<file path="config.mk">
export PLATFORM = sky130hd
export DESIGN_NAME = intersection_scheduler
export DESIGN_NICKNAME = d
export VERILOG_FILES = /design/src/rtl/intersection_scheduler.sv
export SDC_FILE = /design/constraint.sdc
export NUM_CORES = 1
export LEC_CHECK = 0
export ABC_CLOCK_PERIOD_IN_PS = 4900
export CAP_MARGIN = 25
export CORE_ASPECT_RATIO = 0.8
export CORE_MARGIN = 2
export CORE_UTILIZATION = 50
export DETAILED_ROUTE_END_ITERATION = 8
export PLACE_DENSITY = 0.75
export SYNTH_ARGS = -nofsm -noshare
export SYNTH_HDL_FRONTEND = slang
export SYNTH_SLANG_ARGS = --single-unit
</file>
<file path="constraint.sdc">
create_clock -name clk -period 4.9 [get_ports clk]
set_input_delay 0.735 -clock clk [delete_from_list [all_inputs] [get_ports clk]]
set_output_delay 0.735 -clock clk [all_outputs]
set_load 0.1 [all_outputs]
</file>
<file path="src/rtl/intersection_scheduler.sv">
// Right-of-way scheduler for the highway / country road intersection.
// The highway rests on green. A latched country-road request walks the grant
// through yellow and all-red to the country road, then back the same way.
// All phase timing comes from a single 8-bit down-counter.
module intersection_scheduler #(
  parameter int T_HG_MIN = 15,
  parameter int T_CG_MIN = 5,
  parameter int T_CG_MAX = 15,
  parameter int T_Y      = 3,
  parameter int T_AR     = 1
) (
  input  logic       clk,
  input  logic       rst,
  input  logic       car_c,
  output logic [2:0] led_highway,
  output logic [2:0] led_country,
  output logic [2:0] phase,
  output logic       cycle_done
);

  typedef enum logic [2:0] {
    HG  = 3'd0,
    HY  = 3'd1,
    AR1 = 3'd2,
    CG  = 3'd3,
    CY  = 3'd4,
    AR2 = 3'd5
  } state_e;

  localparam logic [2:0] LED_GREEN  = 3'b001;
  localparam logic [2:0] LED_YELLOW = 3'b010;
  localparam logic [2:0] LED_RED    = 3'b100;

  // Counter load values: each state lasts (load + 1) cycles.
  localparam logic [7:0] LD_HG = 8'(T_HG_MIN - 1);
  localparam logic [7:0] LD_Y  = 8'(T_Y - 1);
  localparam logic [7:0] LD_AR = 8'(T_AR - 1);
  localparam logic [7:0] LD_CG = 8'(T_CG_MAX - 1);
  // Country green has run at least T_CG_MIN cycles once cnt drops to this.
  localparam logic [7:0] CG_MIN_MET = 8'(T_CG_MAX - T_CG_MIN);

  // The state register is kept at its raw width so the unused codes 6 and 7
  // stay representable and can be steered back to a safe all-red phase.
  logic [2:0] state_q, state_d;
  logic [7:0] cnt_q, cnt_d;
  logic       req_q, req_d;
  logic       cycle_done_q, cycle_done_d;
  logic       cnt_zero;

  assign cnt_zero = (cnt_q == 8'd0);

  // Next state and counter: load on every transition, else count down to 0.
  always_comb begin
    state_d = state_q;
    cnt_d   = cnt_zero ? cnt_q : cnt_q - 8'd1;
    case (state_q)
      HG: begin
        if (cnt_zero && req_q) begin
          state_d = HY;
          cnt_d   = LD_Y;
        end
      end
      HY: begin
        if (cnt_zero) begin
          state_d = AR1;
          cnt_d   = LD_AR;
        end
      end
      AR1: begin
        if (cnt_zero) begin
          state_d = CG;
          cnt_d   = LD_CG;
        end
      end
      CG: begin
        if (cnt_zero || (!car_c && (cnt_q <= CG_MIN_MET))) begin
          state_d = CY;
          cnt_d   = LD_Y;
        end
      end
      CY: begin
        if (cnt_zero) begin
          state_d = AR2;
          cnt_d   = LD_AR;
        end
      end
      AR2: begin
        if (cnt_zero) begin
          state_d = HG;
          cnt_d   = LD_HG;
        end
      end
      default: begin
        state_d = AR2;
        cnt_d   = LD_AR;
      end
    endcase
  end

  // Request latch: set by car_c outside country green, cleared on entry to it.
  always_comb begin
    req_d = req_q;
    if (car_c && (state_q != CG)) begin
      req_d = 1'b1;
    end
    if ((state_d == CG) && (state_q != CG)) begin
      req_d = 1'b0;
    end
  end

  // Completion pulse: flags the edge where the grant returns to the highway.
  always_comb begin
    cycle_done_d = (state_q == AR2) && (state_d == HG);
  end

  // State, counter, request and pulse registers with synchronous reset.
  always_ff @(posedge clk) begin
    if (rst) begin
      state_q      <= HG;
      cnt_q        <= LD_HG;
      req_q        <= 1'b0;
      cycle_done_q <= 1'b0;
    end else begin
      state_q      <= state_d;
      cnt_q        <= cnt_d;
      req_q        <= req_d;
      cycle_done_q <= cycle_done_d;
    end
  end

  // Moore light decode; anything unexpected shows red on both heads.
  always_comb begin
    led_highway = LED_RED;
    led_country = LED_RED;
    case (state_q)
      HG: led_highway = LED_GREEN;
      HY: led_highway = LED_YELLOW;
      CG: led_country = LED_GREEN;
      CY: led_country = LED_YELLOW;
      default: begin
        led_highway = LED_RED;
        led_country = LED_RED;
      end
    endcase
  end

  assign phase      = state_q;
  assign cycle_done = cycle_done_q;

endmodule
</file>
==> impl_metrics.yaml, run 1 <==
grt:
  grt_max_degree: 14
  antenna_found_initial: 0
  grt_pass1_vias: 731
  track_usage: 0.226
  grt_pass1_wl_um: 3260
  grt-ovfl-total: 0
detailed_routing:
  routedWlPerCell_um: 15.3
  vias: 807
  drc_errors: 0
  via_per_inst: 6.07
  drt_first_pass_iters: 4
  ant_nets: 0
  drt_wl_total_um: 2040
  drtIter0Drc: 47
job:
  maxCapViolCount: 0
clocking:
  ctsLongestPathBuffers: 2
  cts_tree: "yes"
  cts_max_level: 1
  clk_latency_ns: 0.28
  ctsResizeCount: 0
  hold_buffers: 0
  cts_setup_buffers: 0
  cts.sink_count: 13
  path_clk_slew_ns: 0.08
  cts_buffers: 3
  cts_root_buffer: "clkbuf_4"
sta:
  setup_violations: 0
  slew_headroom: 0.343
  rsz0062_at_grt: "false"
  hold_violations: 0
  min_period_ns: 3.16
  maxSlewViolCount: 0
  worst-slew-pin-transition_ns: 0.982
  holdWs_ns: 0.580
  finClkSkew_ns: 0.000490
  clock.fmax_ghz: 0.317
  fin_crit_sh: 0.644
  setup_tns_ns: 0
final_layout:
  final_layout_size_suffix_gt1_frac: 0.0991
  ff_latch_area_um2: 260
  areaGrowthSynthToFinish_pct: 17.3
  fillers: 155
  multiInputGateArea_um2: 514
  n_antenna_cell: 0
  finalNetCount: 118
die:
  ios: 13
  core_um2: 1590
  die_w_um: 49.6
  num_rows: 13
  start_util: 0.522
  die-area_um2: 2010
  die_height_um: 40.5
worst_setup_path:
  crit_buf_inv: 2
  reg2reg_from: "cnt_q[0]"
  cp_slowest_stage_delay_ns: 1.13
  cp-end-kind: "output port"
  crit_type: "flop to output port"
  crit_family: "buffers and inverters"
  start_kind: "flop"
  cp_cell_sequence: "inv_1 > nand2_1 > nor2_1 > nor2_1 > clkdlybuf4s50_1"
  cp_max_fo: 13
  regToRegEndpoint: "cnt_q[0]"
  arrival_ns: 2.42
  cp-startpoint: "phase[1]"
  critPathCapture: "led_country[2]"
  rrSetupSlack_ns: 2.52
  slowest_stage: "clkdlybuf4s50_1"
  r2r_cells: 9
  crit_required_ns: 4.16
  crit_top_cell: "nor2_1"
  path_depth: 5
logic_synthesis:
  syn_inst: 101
  yosys_most_used_dff: "dfxtp_1"
  synth_edf_count: 0
  synthArstFlopShare: 0
  synth_area_leaders: "dfxtp_1, xnor2_1, a211oi_1"
  syn_nets: 107
  ys_seq_elements: 13
  synth_top_area_frac: 0.313
  yosys.area.top_type: "dfxtp_1"
  synth_warnings: 0
  ys_types: 38
  ys_seq_area_frac: 0.313
  syn_area_per_cell_um2: 8.24
  syn_area_um2: 832
hold_path:
  hp-class: "flop to flop"
place:
  io_buffers: 12
  dp_hpwl_um: 1500
  globalplace.congestion: 0.908
power:
  vdd_drop_max_mv: 0.161
  power_mw: 0.207
  p_per_area_nw_per_um2: 213
  p_leak_nw: 0.329
run_status:
  status: "finished clean"
[cells in the final DEF, fill, tap and decap left out, drive strengths merged, types with 2 or more instances in the layout]
cell	Yosys	final
dfxtp	13	13
clkdlybuf4s50	0	12
nor2	8	8
inv	7	7
nand2	6	6
nor4	5	5
xnor2	5	5
a211oi	5	5
a31oi	5	5
a21oi	4	4
nor3	4	4
o21ai	4	4
ha	3	3
clkbuf	3	3
or4	2	2
or2	2	2
nand3	2	2
a311oi	2	2
a41o	2	2
or3	2	2
[metal layers]
metal,vias to the layer above,global-route usage,part of all wire
met5,-,0,0
met4,0,0.0833,0.0069
met3,2,0.0746,0.081
met2,39,0.360,0.45
met1,370,0.290,0.46
li1,396,-,-
[where the power goes]
part / total (mW) / leakage, nW / switching (mW) / internal [mW]
Combinational: 0.0249 / 0.205 / 0.0123 / 0.0125
Clock: 0.0658 / 0.0177 / 0.0355 / 0.0303
Sequential: 0.117 / 0.106 / 0.00703 / 0.110
Total: 0.207 / 0.329 / 0.0549 / 0.153
[cell families after synthesis]
family,share of synthesized area
AO/OA/AOI/OAI,0.242
XOR/XNOR,0.0632
adder cells (fa/ha/maj),0.0571
buffers and inverters,0.0692
flip-flops,0.313
AND/OR/NAND/NOR,0.256
[sequential cells by signal (all words and copies together) (netlist names)]
signal,count
phase,3
cnt_q,8
req_q,1
cycle_done,1
[cells in the mapped netlist (2+ instances only)]
cell type,number
nor2_1,7
dfxtp_1,13
ha_1,3
a21oi_1,4
a41o_1,2
nor4_1,5
a31oi_1,5
or4_4,2
nor3_1,4
xnor2_1,5
inv_1,7
a311oi_1,2
or2_2,2
nand2_1,6
nand3_1,2
a211oi_1,5
o21ai_0,4
clkbuf_1,3
[final cells by class]
class,instances,area share
multi-input combinational,75,0.527
sequential,13,0.267
timing repair buffer,12,0.123
tap,22,0.0282
inverter,7,0.0269
clock buffer,3,0.0231
clock inverter,1,0.00513
[per-stage QoR]
step           instance area [um^2]   util  worst slack (ns)  cells
2_1_floorplan                   832      -             0.562    101
3_3_place_gp                    948  0.595              2.09    129
3_5_place_dp                    948  0.595              2.08    129
4_1_cts                         976  0.612              1.75    133
5_1_grt                         976  0.612              1.59    133
6_report                        976  0.612              1.74    133
[worst min-delay path: stages, from the launching register on]
cell and delay, ns:
dfxtp_1 0.34, xnor2_1 0.15, a211oi_1 0.05
[how the worst min path moves through the flow]
| stage | from | endpoint | slack (ns) | cells after the start |
|---|---|---|---|---|
| global route | cnt_q[6] | cnt_q[6] | 0.62 | 2 |
| detailed placement | cnt_q[7] | cnt_q[7] | 0.57 | 2 |
| finish | cnt_q[7] | cnt_q[7] | 0.58 | 2 |
| CTS | cnt_q[7] | cnt_q[7] | 0.58 | 2 |
| global placement | cnt_q[7] | cnt_q[7] | 0.56 | 2 |
| floorplan | req_q | req_q | 0.52 | 2 |
(Power assumes the default switching activity.)
==> inputs of run 2 (changes only) <==
--- a/config.mk
+++ b/config.mk
@@ -5,7 +5,7 @@
 export SDC_FILE = /design/constraint.sdc
 export NUM_CORES = 1
 export LEC_CHECK = 0
-export ABC_CLOCK_PERIOD_IN_PS = 4900
+export ABC_CLOCK_PERIOD_IN_PS = 3100
 export CAP_MARGIN = 25
 export CORE_ASPECT_RATIO = 0.8
 export CORE_MARGIN = 2
==> constraint.sdc (replaced) <==
create_clock -name clk -period 3.1 [get_ports clk]
set_input_delay 0.465 -clock clk [delete_from_list [all_inputs] [get_ports clk]]
set_output_delay 0.465 -clock clk [all_outputs]
set_load 0.1 [all_outputs]
==> run 2 against run 1 <==
Against the previous run: non-clock buffer count is the same; utilization shrank 1.0 points; clock-buffer cell count grew 1; sequential power grew 56%; final cell count is the same; clock power grew 67%; critical path type is now flop to flop.
==> impl_metrics.yaml, run 2 (same netlist as run 1, synthesis figures left out) <==
worst_setup_path:
  start_kind: "flop"
  arrival_ns: 2.59
  crit_required_ns: 3.29
  rrSetupSlack_ns: 0.70
  cp-end-kind: "flop"
  cp_max_fo: 8
  crit_type: "flop to flop"
detailed_routing:
  drtIter0Drc: 51
  routedWlPerCell_um: 15.8
  ant_nets: 0
  drc_errors: 0
  via_per_inst: 6.33
  drt_first_pass_iters: 5
  drt_wl_total_um: 2100
  vias: 842
final_layout:
  areaGrowthSynthToFinish_pct: 15.3
  final_layout_size_suffix_gt1_frac: 0.216
  regMostFlops: "cnt_q"
  utilization: 0.602
  layout_common_cells: "dfxtp_1, buf_4, inv_1"
  final_common_cell: "dfxtp_1"
  largest_reg_flops: 8
  n_antenna_cell: 0
  stdcell_count: 133
  finalNetCount: 118
die:
  core_um2: 1590
  ios: 13
  die-area_um2: 2010
  die_w_um: 49.6
  die_height_um: 40.5
  start_util: 0.522
  num_rows: 13
grt:
  grt_max_degree: 14
  antenna_found_initial: 0
  track_usage: 0.221
  grt_pass1_vias: 705
  grt-ovfl-total: 0
  grt_pass1_wl_um: 3210
sta:
  clock.fmax_ghz: 0.416
  worst-slew-pin-transition_ns: 0.792
  hold_violations: 0
  fin_crit_sh: 0.775
  rsz0062_at_grt: "false"
  min_period_ns: 2.40
  slew_headroom: 0.465
  finClkSkew_ns: 0.0110
  holdWs_ns: 0.593
  maxSlewViolCount: 0
  setup_violations: 0
clocking:
  cts_root_buffer: "clkbuf_4"
  cts_buffers: 3
  hold_buffers: 0
  cts.sink_count: 13
  ctsLongestPathBuffers: 2
  cts_setup_buffers: 0
  cts_max_level: 1
  clk_latency_ns: 0.29
  path_clk_slew_ns: 0.09
  ctsResizeCount: 0
  cts_tree: "yes"
power:
  vdd_drop_max_mv: 0.176
  p_leak_nw: 0.343
  power_mw: 0.334
  p_per_area_nw_per_um2: 348
run_status:
  status: "finished clean"
hold_path:
  hp-class: "flop to flop"
place:
  io_buffers: 12
  globalplace.congestion: 0.917
  dp_hpwl_um: 1530
  dp_cells: 129
job:
  maxCapViolCount: 0
[run 2: worst paths after layout]
kind	startpoint	endpoint	cells past startpoint
setup / recovery	cnt_q[0]	cnt_q[0]	9
hold / removal	cnt_q[7]	cnt_q[7]	2
setup reg to reg	cnt_q[0]	cnt_q[0]	9
hold reg to reg	cnt_q[7]	cnt_q[7]	2
[run 2: through the flow]
stage / TNS, ns / setup WS, ns / cell area [um^2]
floorplan: -0.168 / -0.168 / 842
global placement: 0 / 0.920 / 933
detailed placement: 0 / 0.743 / 933
CTS: 0 / 0.723 / 960
global route: 0 / 0.582 / 960
finish: 0 / 0.697 / 960
[run 2: critical path, stage by stage (launching register included)]
cell,delay [ns]
dfxtp_1,0.34
inv_1,0.14
ha_1,0.21
or3b_1,0.52
nor2_4,0.21
inv_1,0.13
ha_1,0.30
a31oi_1,0.16
a21oi_1,0.06
a311oi_1,0.25
[run 2: layer usage]
layer  GRT usage  share of wire
met1       0.295           0.45
met2       0.353           0.44
met3      0.0261          0.081
met4       0.132          0.027
met5           0              0
[run 2: report_power, final]
part | internal [mW] | switching, mW
Combinational | 0.0201 | 0.0210
Sequential | 0.173 | 0.00985
Clock | 0.0500 | 0.0596
[run 2: cell type report]
| type | instances | area, um^2 |
|---|---|---|
| clock buffers | 4 | 26.3 |
| fillers | 159 | 634 |
| inverters | 7 | 26.3 |
| multi-input cells | 75 | 524 |
| flip-flops and latches | 13 | 260 |
| well taps | 22 | 27.5 |
| repair buffers | 12 | 95.1 |
==> inputs of run 3 (changes only) <==
--- a/config.mk
+++ b/config.mk
@@ -5,7 +5,7 @@
 export SDC_FILE = /design/constraint.sdc
 export NUM_CORES = 1
 export LEC_CHECK = 0
-export ABC_CLOCK_PERIOD_IN_PS = 3100
+export ABC_CLOCK_PERIOD_IN_PS = 2500
 export CAP_MARGIN = 25
 export CORE_ASPECT_RATIO = 0.8
 export CORE_MARGIN = 2
==> constraint.sdc (replaced) <==
create_clock -name clk -period 2.5 [get_ports clk]
set_input_delay 0.375 -clock clk [delete_from_list [all_inputs] [get_ports clk]]
set_output_delay 0.375 -clock clk [all_outputs]
set_load 0.1 [all_outputs]
==> run 3 against run 2 <==
Against the previous run: sequential share of layout area is 0.49 points lower; flip-flop and latch count did not move; critical endpoint unchanged; global-route usage down 0.066 points; die area unchanged; design area grew 2.3%; total power up 23%; largest cell class unchanged.
==> impl_metrics.yaml, run 3 (same netlist as run 1, synthesis figures left out) <==
run_status:
  status: "finished clean"
place:
  globalplace.congestion: 0.901
  dp_cells: 129
  io_buffers: 12
  dp_hpwl_um: 1510
  post_dp_cell_area_um2: 953
final_layout:
  stdcell_count: 133
  layout_common_cells: "dfxtp_1, buf_4, inv_1, nand2_1"
  fillers: 150
  largest_reg_flops: 8
  final_layout_size_suffix_gt1_frac: 0.243
  areaGrowthSynthToFinish_pct: 18.0
  final_common_cell: "dfxtp_1"
  regMostFlops: "cnt_q"
  utilization: 0.616
  finalNetCount: 118
  n_antenna_cell: 0
  final_cell_area_um2: 982
grt:
  grt_pass1_wl_um: 3150
  grt_max_degree: 14
  grt_pass1_vias: 638
  grt-ovfl-total: 0
  antenna_found_initial: 0
  track_usage: 0.220
sta:
  worst-slew-pin-transition_ns: 0.865
  setup_tns_ns: 0
  finClkSkew_ns: 0.00566
  maxSlewViolCount: 0
  fin_crit_sh: 0.894
  hold_violations: 0
  clock.fmax_ghz: 0.447
  min_period_ns: 2.24
  slew_headroom: 0.418
  setup_violations: 0
  rsz0062_at_grt: "false"
worst_setup_path:
  start_kind: "flop"
  cp_max_fo: 8
  cp-end-kind: "flop"
  arrival_ns: 2.43
  crit_required_ns: 2.69
  crit_type: "flop to flop"
detailed_routing:
  dr_wl_met3_um: 129
  met2_length_um: 886
  via_per_inst: 6.10
  wl_met1_um: 1010
  drtIter0Drc: 30
  vias: 811
  drc_errors: 0
  drt_wl_total_um: 2020
  routed.top_layer: "met3"
  routedWlPerCell_um: 15.2
  drt_first_pass_iters: 4
  ant_nets: 0
die:
  ios: 13
  die-area_um2: 2010
  start_util: 0.522
  die_w_um: 49.6
  die_height_um: 40.5
  num_rows: 13
  core_um2: 1590
clocking:
  cts_tree: "yes"
  path_clk_slew_ns: 0.08
  clk_latency_ns: 0.28
  cts.sink_count: 13
  hold_buffers: 0
  cts_max_level: 1
  cts_buffers: 3
  cts_root_buffer: "clkbuf_4"
  ctsLongestPathBuffers: 2
power:
  p_per_area_nw_per_um2: 418
  power_mw: 0.410
  p_leak_nw: 0.338
  vdd_drop_max_mv: 0.217
job:
  maxCapViolCount: 0
hold_path:
  hp-class: "flop to flop"
## run 3: cell types whose count changed in the layout (fill, tap and decap cells not counted), sizes merged
cell / delta
clkinvlp: +1
inv: -1
## run 3: worst paths after layout
path	to	slack, ns	from	depth (start not counted)
worst max-delay path	cnt_q[0]	0.26	cnt_q[0]	9
worst max register to register	cnt_q[0]	0.26	cnt_q[0]	9
worst min register to register	req_q	0.57	req_q	2
worst min-delay path	req_q	0.57	req_q	2
## run 3: metal layers
metal	GRT usage	vias to the layer above
met2	0.330	29
met4	0.0208	0
li1	-	398
met3	0.0784	0
met1	0.315	384
met5	0	-
## run 3: worst max-delay path: stages (launching register included)
cell	delay (ns)
dfxtp_1	0.34
inv_1	0.10
ha_1	0.22
or3b_4	0.46
nor2_4	0.17
inv_1	0.13
ha_1	0.30
a31oi_1	0.15
a21oi_1	0.05
a311oi_1	0.23
## run 3: what timing repair did
item	4_1_cts	5_1_grt
resized for setup	0	1
setup buffers	0	0
endpoints found under the setup margin	0	1
endpoints found under the hold margin	0	0
## run 3: final cells by class
| type | instances | area (um^2) | share of cell area |
|---|---|---|---|
| clock buffer | 4 | 26.3 | 0.0268 |
| inverter | 7 | 30.0 | 0.0306 |
| multi-input combinational | 75 | 542 | 0.552 |
| sequential | 13 | 262 | 0.266 |
| tap | 22 | 27.5 | 0.0280 |
| timing repair buffer | 12 | 95.1 | 0.0968 |
## run 3: stage by stage
step / worst slack, ns / hold slack (ns)
floorplan: -0.196 / 0.517
global placement: 0.298 / 0.558
detailed placement: 0.221 / 0.556
CTS: 0.191 / 0.566
global route: 0.0953 / 0.612
finish: 0.264 / 0.566
## run 3: report_power, final
part / total (mW) / internal (mW) / switching, mW
sequential: 0.227 / 0.215 / 0.0122
combinational: 0.0504 / 0.0254 / 0.0250
clock: 0.133 / 0.0619 / 0.0708
